===== src/rtl/tug_field.sv =====
// Tug-of-war playfield: a human key and a computer player pull a single light
// toward their own end; reaching the end wins a round, WIN_SCORE rounds win the match.
module tug_field #(
  parameter int ROUND_GAP = 8,
  parameter int WIN_SCORE = 7
) (
  input  logic       clk,
  input  logic       reset,
  input  logic       human_in,
  input  logic       cyber_in,
  output logic [8:0] led,
  output logic [2:0] score_human,
  output logic [2:0] score_cyber,
  output logic       round_win_human,
  output logic       round_win_cyber,
  output logic       match_over
);

  typedef enum logic [1:0] {PLAY, GAP, OVER} state_t;

  localparam logic [2:0] WIN_LAST = 3'(WIN_SCORE - 1);
  localparam logic [7:0] GAP_LAST = 8'(ROUND_GAP - 1);
  localparam logic [3:0] POS_CTR  = 4'd4;
  localparam logic [3:0] POS_HUM  = 4'd8;
  localparam logic [3:0] POS_CYB  = 4'd0;

  state_t     state;
  logic [3:0] pos;
  logic [7:0] gap_cnt;

  logic h_sync_p0;
  logic h_sync_p1;
  logic h_prev;
  logic c_prev;
  logic press_h;
  logic press_c;

  function automatic logic [8:0] onehot(input logic [3:0] p);
    onehot = 9'(1) << p;
  endfunction

  // Edge detectors stay live in every state so a level held across GAP exit never counts.
  assign press_h = h_sync_p1 & ~h_prev;
  assign press_c = cyber_in & ~c_prev;

  always_ff @(posedge clk) begin
    if (reset) begin
      state           <= PLAY;
      pos             <= POS_CTR;
      led             <= onehot(POS_CTR);
      gap_cnt         <= '0;
      score_human     <= '0;
      score_cyber     <= '0;
      round_win_human <= 1'b0;
      round_win_cyber <= 1'b0;
      match_over      <= 1'b0;
      h_sync_p0       <= 1'b0;
      h_sync_p1       <= 1'b0;
      h_prev          <= 1'b0;
      c_prev          <= 1'b0;
    end else begin
      h_sync_p0       <= human_in;
      h_sync_p1       <= h_sync_p0;
      h_prev          <= h_sync_p1;
      c_prev          <= cyber_in;
      round_win_human <= 1'b0;
      round_win_cyber <= 1'b0;

      case (state)
        PLAY: begin
          if (press_h && !press_c) begin
            if (pos != POS_HUM) begin
              pos <= pos + 4'd1;
              led <= onehot(pos + 4'd1);
            end else begin
              score_human     <= score_human + 3'd1;
              round_win_human <= 1'b1;
              gap_cnt         <= '0;
              if (score_human == WIN_LAST) begin
                state      <= OVER;
                match_over <= 1'b1;
              end else begin
                state <= GAP;
              end
            end
          end else if (press_c && !press_h) begin
            if (pos != POS_CYB) begin
              pos <= pos - 4'd1;
              led <= onehot(pos - 4'd1);
            end else begin
              score_cyber     <= score_cyber + 3'd1;
              round_win_cyber <= 1'b1;
              gap_cnt         <= '0;
              if (score_cyber == WIN_LAST) begin
                state      <= OVER;
                match_over <= 1'b1;
              end else begin
                state <= GAP;
              end
            end
          end
        end

        // The light rests at the winner's end for ROUND_GAP cycles, then recentres.
        GAP: begin
          if (gap_cnt == GAP_LAST) begin
            gap_cnt <= '0;
            pos     <= POS_CTR;
            led     <= onehot(POS_CTR);
            state   <= PLAY;
          end else begin
            gap_cnt <= gap_cnt + 8'd1;
          end
        end

        OVER: begin
          state <= OVER;
        end

        default: begin
          state <= PLAY;
          pos   <= POS_CTR;
          led   <= onehot(POS_CTR);
        end
      endcase
    end
  end

endmodule


===== config.mk =====
export PLATFORM = sky130hd
export DESIGN_NAME = tug_field
export DESIGN_NICKNAME = d
export VERILOG_FILES = /design/src/rtl/tug_field.sv
export SDC_FILE = /design/constraint.sdc
export NUM_CORES = 1
export LEC_CHECK = 0
export ABC_CLOCK_PERIOD_IN_PS = 2700
export BUFFER_PORTS_ARGS = -buffer_cell sky130_fd_sc_hd__buf_4
export CORE_MARGIN = 2
export CORE_UTILIZATION = 57
export CTS_CLUSTER_DIAMETER = 80
export CTS_CLUSTER_SIZE = 8
export DETAILED_ROUTE_END_ITERATION = 7
export GPL_TIMING_DRIVEN = 0
export HOLD_SLACK_MARGIN = 0.05
export PLACE_DENSITY_LB_ADDON = 0.05
export SLEW_MARGIN = 20
export SYNTH_ARGS = -nofsm -noshare
export SYNTH_HDL_FRONTEND = slang
export SYNTH_SLANG_ARGS = --single-unit

===== constraint.sdc =====
create_clock -name clk -period 2.7 [get_ports clk]
set_input_delay 0.54 -clock clk [delete_from_list [all_inputs] [get_ports clk]]
set_output_delay 0.54 -clock clk [all_outputs]
set_load 0.01 [all_outputs]

==> results.yml, run 1 <==
worst_setup_path:
  cp.required_ns: 2.97
  worstSetupPathType: "reg2reg"
  worstSetupEndpointType: "flip-flop"
  cp_max_fo: 8
  start_kind: "flip-flop"
  cp.arrival_ns: 2.82
power_and_ir_drop:
  vdd_drop_max_mv: 0.387
  pwr-share-seq: 0.473
  pwr_density_cell_nw_per_um2: 590
  p_leak_nw: 0.865
  clock_power_share: 0.232
  p_sw_mw: 0.422
  p_comb_frac: 0.296
  p_int_mw: 0.841
  swShare: 0.334
clock_network:
  cts.htree.levels: 2
  clk_path_buf_depth: 2
  clkTransAtPathRegs_ns: 0.10
  clk_latency_ns: 0.32
  cts_setup_buffers: 0
  cts_tree: "yes"
  cts.sinks: 36
  cts_made_buffers: 5
  clockRootBuffer: "clkbuf_4"
outcome:
  status: "finished, final reports clean"
synth:
  synth_nets: 227
  ys_types: 45
  synthCells: 209
  ys_ff_latch: 36
  synth_top_area_share: 0.388
  synth-seq-area-share: 0.388
  synthArstFlopShare: 0
  synthTopCellsByArea: "dfxtp_1 39%, ha_1 9.4%, nor2_1 4.4%, a21oi_1 4.3%, xnor2_1 4.2%"
  synth_area_leader_cell: "dfxtp_1"
  syn_avg_cell_area_um2: 8.90
  synth_area_um2: 1860
  synth_edf_count: 0
  ys_warn_count: 0
  synthFlopType: "dfxtp_1"
sta:
  drv_slew: 0
  worst_hold_slack_ns: 0.446
  setup_viol: 0
  relSlewSlack: 0.580
  post-route-min-period_ns: 2.55
  finalHoldViolCount: 0
  skew_ns: 0.00860
  fmax_mhz: 393
  setup_tns_ns: 0
  fin_crit_sh: 0.943
  worst_pin_slew_ns: 0.626
global_routing:
  grt_pass1_vias: 1425
  grt_pass1_wl_um: 6260
  grt_max_degree: 11
  grt-ovfl-total: 0
  antenna_found_initial: 0
  grt_use_total: 0.224
cells_and_area:
  syn2layout_area_growth_pct: 15.0
  final_util: 0.695
  design_area_um2: 2140
  mostFrequentLayoutCell: "dfxtp_1"
  final_nets: 254
  layout_common_cells: "36 x dfxtp_1, 22 x nor2_1, 20 x buf_4"
  stdcell_count: 281
  diodes: 0
  drive_gt1_frac: 0.156
drt:
  wire_per_inst_um: 13.4
  vias: 1585
  drt_iter0_markers: 87
  wl_um: 3780
  drtPass1Iterations: 4
  vias_per_cell: 5.64
  drc: 0
  ant_nets: 0
place:
  dp_hpwl_um: 2850
  placed_cells: 273
  port_buffers: 20
  globalplace.congestion: 0.805
  placed_cell_area_um2: 2060
hold_path:
  min_path_type: "in2reg"
die:
  num_rows: 20
  start_util: 0.604
  core_um2: 3080
  die_h_um: 61.1
  die_area_um2: 3740
  die_w_um: 61.1
  ioPinCount: 22
job:
  max_cap_viol_count: 0
worst max-delay path, stage by stage, from the launching register on:
cell and delay (ns):
dfxtp_1 0.31, nand2b_1 0.15, inv_1 0.09, ha_1 0.13
buf_2 0.19, inv_1 0.12, ha_2 0.41, a311o_1 0.24
nand3_1 0.21, xnor2_1 0.43, a32o_1 0.23
power groups by stage:
stage / Sequential [mW] / Clock (mW) / Combinational, mW
6_report: 0.597 / 0.292 / 0.373
5_1_grt: 0.602 / 0.331 / 0.414
4_1_cts: 0.597 / 0.300 / 0.354
3_5_place_dp: 0.609 / 0 / 0.352
3_3_place_gp: 0.606 / 0 / 0.339
2_1_floorplan: 0.610 / 0 / 0.253
through the flow:
step / power, mW / worst slack (ns)
after detailed placement: 0.962 / -0.0317
after global placement: 0.946 / 0.0356
final: 1.26 / 0.153
after CTS: 1.25 / 0.224
after global routing: 1.35 / -0.00235
after floorplan: 0.863 / 0.353
metal layers:
layer  track usage  part of all wire  vias up
li1              -                 -      804
met1         0.318              0.49      756
met2         0.350              0.47       25
met3        0.0504             0.040        0
met4        0.0466                 0        0
met5             0                 0        -
flip-flops by register name, summed over array words and instances (netlist names):
| name | cells |
|---|---|
| led | 9 |
| gap_cnt | 8 |
| pos | 4 |
| score_cyber | 3 |
| score_human | 3 |
| state | 2 |
| c_prev | 1 |
| h_prev | 1 |
| h_sync_p0 | 1 |
| h_sync_p1 | 1 |
| match_over | 1 |
| round_win_cyber | 1 |
| round_win_human | 1 |
kinds of logic (layout without fill, tap and decap cells):
logic type | Yosys count | after routing | synth area share
compound gates | 50 | 50 | 0.192
xor+xnor | 11 | 11 | 0.0518
fa+ha+maj | 14 | 14 | 0.0942
buf+inv | 21 | 49 | 0.0431
flops | 36 | 36 | 0.388
simple gates | 77 | 77 | 0.231
synth_stat cells, types with 3 or more instances:
master	n
dfxtp_1	36
nor2_1	22
a21oi_1	16
ha_1	14
inv_1	13
nand2_1	9
xnor2_1	9
nor2b_1	7
clkbuf_1	6
nand3_1	6
o21ai_0	6
or3_1	6
a32o_1	5
nand2b_1	5
and3_1	4
a31oi_1	3
nand3b_1	3
nand4_1	3
nand4b_1	3
o2bb2ai_1	3
repair_timing:
item	4_1_cts	5_1_grt
hold buffers	0	0
endpoints found under the setup margin	0	5
resized for setup	0	3
worst paths after layout:
kind / start / endpoint / slack (ns) / cells past startpoint
max: h_prev / led[8] / 0.15 / 10
min: cyber_in / c_prev / 0.45 / 2
max reg2reg: h_prev / led[8] / 0.15 / 10
min reg2reg: h_sync_p0 / h_sync_p1 / 0.46 / 1
final cells by class:
class	instances	area, um^2
plain buffers	7	27.5
clock buffers	8	58.8
fillers	263	940
inverters	14	52.6
multi-input cells	152	1070
flip-flops and latches	36	721
well taps	44	55.1
repair buffers	20	150
Note: power is estimated with default switching activity, not from simulation.
==> inputs of run 2 (changes only) <==
--- a/config.mk
+++ b/config.mk
@@ -15,6 +15,7 @@
 export GPL_TIMING_DRIVEN = 0
 export HOLD_SLACK_MARGIN = 0.05
 export PLACE_DENSITY_LB_ADDON = 0.05
+export RECOVER_POWER = 25
 export SLEW_MARGIN = 20
 export SYNTH_ARGS = -nofsm -noshare
 export SYNTH_HDL_FRONTEND = slang
==> run 2 against run 1 <==
Worst hold slack worse by 0.0047 ns. Clock-buffer cell count is the same. Via count is 0.50% higher. Clock power is essentially flat. Highest routed layer is now met4. Critical path depth is the same. Final cell count stayed put. Sequential share of layout area rose by 0.54 points. Sequential power barely moved. Design area down 1.6%. Clock skew barely moved. Combinational power fell by 2%.
==> results.yml, run 2 (synthesis gave the netlist of run 1 again) <==
clock_network:
  clk_latency_ns: 0.33
  clk_path_buf_depth: 2
  cts_setup_buffers: 0
  cts.sinks: 36
  clkTransAtPathRegs_ns: 0.10
  cts_made_buffers: 5
  clockRootBuffer: "clkbuf_4"
  cts.htree.levels: 2
  cts_tree: "yes"
sta:
  post-route-min-period_ns: 2.55
  drv_slew: 0
  setup_slack_ns: 0.146
  skew_ns: 0.00871
  relSlewSlack: 0.580
  setup_viol: 0
  finalHoldViolCount: 0
  worst_pin_slew_ns: 0.626
  fin_crit_sh: 0.946
  fmax_mhz: 392
worst_setup_path:
  cp_slowest_cell: "xnor2_1"
  max_stage_delay_ns: 0.43
  worstSetupPathType: "reg2reg"
  cp_max_fo: 8
  cp.arrival_ns: 2.83
  cp_top_family: "adder cells"
  start_kind: "flip-flop"
  timing.critical_path.buf_inv: 3
  cp_cell_sequence: "nand2b_1 > inv_1 > ha_1 > buf_2 > inv_1 > ha_2 > a311o_1 > nand3_1 > xnor2_1 > a32o_1"
  r2r_start: "h_prev"
  worstSetupEndpointType: "flip-flop"
  startpoint: "h_prev"
  cp.required_ns: 2.98
  cp_common_cell: "inv_1"
die:
  die_w_um: 61.1
  die_h_um: 61.1
  num_rows: 20
  start_util: 0.604
  ioPinCount: 22
  die_area_um2: 3740
  core_um2: 3080
power_and_ir_drop:
  total_power_mw: 1.25
  pwr_density_cell_nw_per_um2: 595
  p_leak_nw: 0.827
  vdd_drop_max_mv: 0.404
drt:
  wl_um: 3780
  wire_per_inst_um: 13.4
  drt_iter0_markers: 99
  ant_nets: 0
  vias: 1593
  drc: 0
  drtPass1Iterations: 4
  vias_per_cell: 5.67
global_routing:
  grt_pass1_vias: 1425
  antenna_found_initial: 0
  grt-ovfl-total: 0
  grt_pass1_wl_um: 6260
  grt_use_total: 0.224
  grt_max_degree: 11
outcome:
  status: "finished, final reports clean"
cells_and_area:
  mostFrequentLayoutCell: "dfxtp_1"
  syn2layout_area_growth_pct: 13.2
  top_regs: "led (9), gap_cnt (8), pos (4)"
  layout_common_cells: "36 x dfxtp_1, 22 x nor2_1, 17 x clkbuf_1"
  drive_gt1_frac: 0.118
  final_nets: 254
  regMostFlops: "led"
  largest_reg_flops: 9
  diodes: 0
place:
  dp_hpwl_um: 2850
  place_ws_ns: -0.0317
  port_buffers: 20
  globalplace.congestion: 0.805
hold_path:
  min_path_type: "in2reg"
  holdCritStartpoint: "cyber_in"
job:
  max_cap_viol_count: 0
[run 2: cell types whose count changed in the layout (fill, tap and decap cells not counted), sizes merged]
cell and delta:
buf -9, clkbuf +9
[run 2: routing by layer]
metal  GRT usage  vias up  share of wire
li1            -      802              -
met1       0.318      758           0.48
met2       0.350       30           0.47
met3      0.0504        3          0.038
met4      0.0466        0         0.0032
met5           0        -              0
[run 2: cell type report]
class / count / area, um^2
well taps: 44 / 55.1
repair buffers: 20 / 116
multi-input cells: 152 / 1070
fillers: 268 / 973
flip-flops and latches: 36 / 721
clock buffers: 8 / 58.8
plain buffers: 7 / 27.5
inverters: 14 / 52.6
[run 2: worst paths after layout]
path | end | cells past startpoint | slack [ns]
worst min register to register | h_sync_p1 | 1 | 0.46
worst min-delay path | c_prev | 2 | 0.44
worst max register to register | led[8] | 10 | 0.15
worst max-delay path | led[8] | 10 | 0.15
[run 2: repair_timing]
item	4_1_cts	5_1_grt
hold buffers	0	0
endpoints found under the setup margin	0	5
hold endpoints to repair	0	0
gates resized for setup	0	3
[run 2: power by group]
part | internal [mW] | leakage, nW | switching (mW)
Combinational | 0.138 | 0.502 | 0.226
Sequential | 0.567 | 0.292 | 0.0295
Clock | 0.129 | 0.0326 | 0.164
[run 2: stage by stage]
stage	hold slack, ns	utilization	std cells	instance area, um^2	TNS (ns)
2_1_floorplan	0.414	-	209	1860	0
3_3_place_gp	0.428	0.671	273	2060	0
3_5_place_dp	0.444	0.671	273	2060	-0.0948
4_1_cts	0.432	0.690	281	2120	0
5_1_grt	0.446	0.684	281	2100	-0.00235
6_report	0.441	0.684	281	2100	0
[run 2: worst reg2reg max path, stage by stage, from the launching register on]
cell	delay [ns]
dfxtp_1	0.31
nand2b_1	0.15
inv_1	0.09
ha_1	0.13
buf_2	0.19
inv_1	0.12
ha_2	0.41
a311o_1	0.24
nand3_1	0.22
xnor2_1	0.43
a32o_1	0.23
==> inputs of run 3 (changes only) <==
--- a/config.mk
+++ b/config.mk
@@ -5,6 +5,7 @@
 export SDC_FILE = /design/constraint.sdc
 export NUM_CORES = 1
 export LEC_CHECK = 0
+export ABC_AREA = 1
 export ABC_CLOCK_PERIOD_IN_PS = 2700
 export BUFFER_PORTS_ARGS = -buffer_cell sky130_fd_sc_hd__buf_4
 export CORE_MARGIN = 2
==> run 3 against run 2 <==
Clock skew rose by 0.0015 ns. First-iteration DRC count fell by 10%. Routed wire length rose by 2.9%. Sequential cell count did not move. Critical path type unchanged. Die area rose by 4.1%. Power rose by 14%. Combinational power rose by 40%. Fmax rose by 9.1%. Clock-buffer cell count did not move. Largest cell class unchanged.
==> results.yml, run 3 <==
outcome:
  status: "finished, final reports clean"
clock_network:
  clk_latency_ns: 0.34
  cts_made_buffers: 5
  cts_tree: "yes"
  cts.sinks: 36
  clk_path_buf_depth: 2
  cts.htree.levels: 2
  clockRootBuffer: "clkbuf_4"
  clkTransAtPathRegs_ns: 0.10
  cts_hold_buf: 0
cells_and_area:
  final_nets: 316
  regMostFlops: "led"
  layout_common_cells: "74 x nand2_1, 36 x dfxtp_1, 29 x a21oi_1"
  largest_reg_flops: 9
  diodes: 0
  top_regs: "led (9), gap_cnt (8), pos (4)"
  mostFrequentLayoutCell: "nand2_1"
  drive_gt1_frac: 0.127
  nFillCells: 331
  design_area_um2: 2180
  syn2layout_area_growth_pct: 12.1
die:
  die_area_um2: 3890
  die_w_um: 62.4
  die_h_um: 62.4
  ioPinCount: 22
  start_util: 0.586
  num_rows: 21
  core_um2: 3310
synth:
  synth-seq-area-share: 0.371
  ys_warn_count: 0
  synthTopCellsByArea: "dfxtp_1 37%, nand2_1 14%, ha_1 9.0%, a21oi_1 7.5%, inv_1 5.2%"
  synth_top_area_share: 0.371
  syn_avg_cell_area_um2: 7.16
  ys_types: 32
  synth_area_um2: 1940
  synth_area_leader_cell: "dfxtp_1"
  synth_commonest_cells: "74 x nand2_1, 36 x dfxtp_1, 29 x a21oi_1"
  synthCells: 271
  synth_edf_count: 0
  synth_most_common_cell: "nand2_1"
  ys_ff_latch: 36
  synthArstFlopShare: 0
  synth_nets: 289
  synthFlopType: "dfxtp_1"
global_routing:
  grt_use_total: 0.222
  antenna_found_initial: 0
  grt_max_degree: 11
  grt_pass1_vias: 1582
  grt-ovfl-total: 0
  grt_pass1_wl_um: 6840
place:
  port_buffers: 20
  placed_cell_area_um2: 2150
  dp_hpwl_um: 2960
  globalplace.congestion: 0.832
sta:
  drv_slew: 0
  finalHoldViolCount: 0
  worst_hold_slack_ns: 0.415
  setup_viol: 0
  post-route-min-period_ns: 2.34
  fmax_mhz: 427
  skew_ns: 0.0102
  worst_pin_slew_ns: 0.476
  fin_crit_sh: 0.867
  grt_setup_unrepaired: "false"
  relSlewSlack: 0.683
drt:
  wire_per_inst_um: 11.3
  drc: 0
  vias_per_cell: 5.13
  wl_um: 3890
  ant_nets: 0
  vias: 1769
  drt_iter0_markers: 89
  drtPass1Iterations: 4
hold_path:
  min_path_type: "in2reg"
worst_setup_path:
  cp_slowest_cell: "dfxtp_1"
  cp.arrival_ns: 2.61
  max_stage_delay_ns: 0.31
  worstSetupEndpointType: "flip-flop"
  cp_cell_sequence: "nor2_1 > inv_1 > ha_1 > inv_2 > nand2_1 > nand2_1 > inv_1 > ha_1 > o21bai_1 > nand2_1 > nand2_1 > nor2_2 > nand4_1 > a21oi_1"
  cp_common_cell: "nand2_1"
  start_kind: "flip-flop"
  cp_max_fo: 5
  cp_top_family: "simple AND/OR/NAND/NOR gates"
  cp.required_ns: 2.97
  timing.critical_path.buf_inv: 3
  worstSetupPathType: "reg2reg"
power_and_ir_drop:
  pwr_density_cell_nw_per_um2: 657
  p_leak_nw: 0.950
  vdd_drop_max_mv: 0.381
job:
  max_cap_viol_count: 0
run 3: timing repair:
item                       in CTS  in global routing
setup buffers                   0                  0
setup endpoints to repair       0                  1
resized for setup               0                  1
run 3: worst paths after layout:
path	cells after the start	slack (ns)	end	start
setup / recovery	14	0.36	led[2]	c_prev
hold / removal	3	0.41	h_sync_p0	human_in
hold reg to reg	2	0.42	h_sync_p1	h_sync_p0
setup reg to reg	14	0.36	led[2]	c_prev
run 3: logic make-up after synthesis:
| kind of cell | Yosys count | synth area share |
|---|---|---|
| buffers and inverters | 39 | 0.0799 |
| AOI/OAI and AO/OA | 44 | 0.133 |
| DFF | 36 | 0.371 |
| and+or+nand+nor | 135 | 0.312 |
| adders and majority gates | 14 | 0.0903 |
| xor gates and xnor gates | 3 | 0.0135 |
run 3: per-layer routing:
metal	track usage	up-vias	wire (um)
met5	0	-	0
met4	0.0833	0	74
met3	0.0598	6	193
met2	0.365	42	1770
met1	0.278	793	1850
li1	-	928	-
run 3: metrics by stage:
stage | total power [mW] | setup TNS (ns) | utilization | cells | setup slack (ns)
CTS | 1.44 | 0 | 0.667 | 345 | 0.271
detailed placement | 1.14 | -0.218 | 0.649 | 337 | -0.0590
global placement | 1.13 | -0.0729 | 0.649 | 337 | -0.0226
floorplan | 1.01 | 0 | - | 271 | 0.389
finish | 1.43 | 0 | 0.657 | 345 | 0.359
global route | 1.54 | 0 | 0.657 | 345 | 0.115
run 3: power breakdown:
group	internal [mW]	switching, mW
sequential	0.577	0.0420
clock	0.129	0.174
combinational	0.171	0.338
total	0.876	0.554
run 3: worst register-to-register path, stage by stage (launching register included):
cell and delay (ns):
dfxtp_1 0.31, nor2_1 0.17, inv_1 0.08, ha_1 0.25, inv_2 0.11, nand2_1 0.07
nand2_1 0.12, inv_1 0.09, ha_1 0.20, o21bai_1 0.18, nand2_1 0.06, nand2_1 0.12
nor2_2 0.24, nand4_1 0.13, a21oi_1 0.13
run 3: area by class of cell:
cell class              count  area [um^2]  area share
clock buffers               8         58.8      0.0270
multi-input cells         196         1070       0.491
well taps                  46         57.6      0.0265
inverters                  34          128      0.0587
plain buffers               5         27.5      0.0127
flip-flops and latches     36          721       0.331
repair buffers             20          116      0.0535
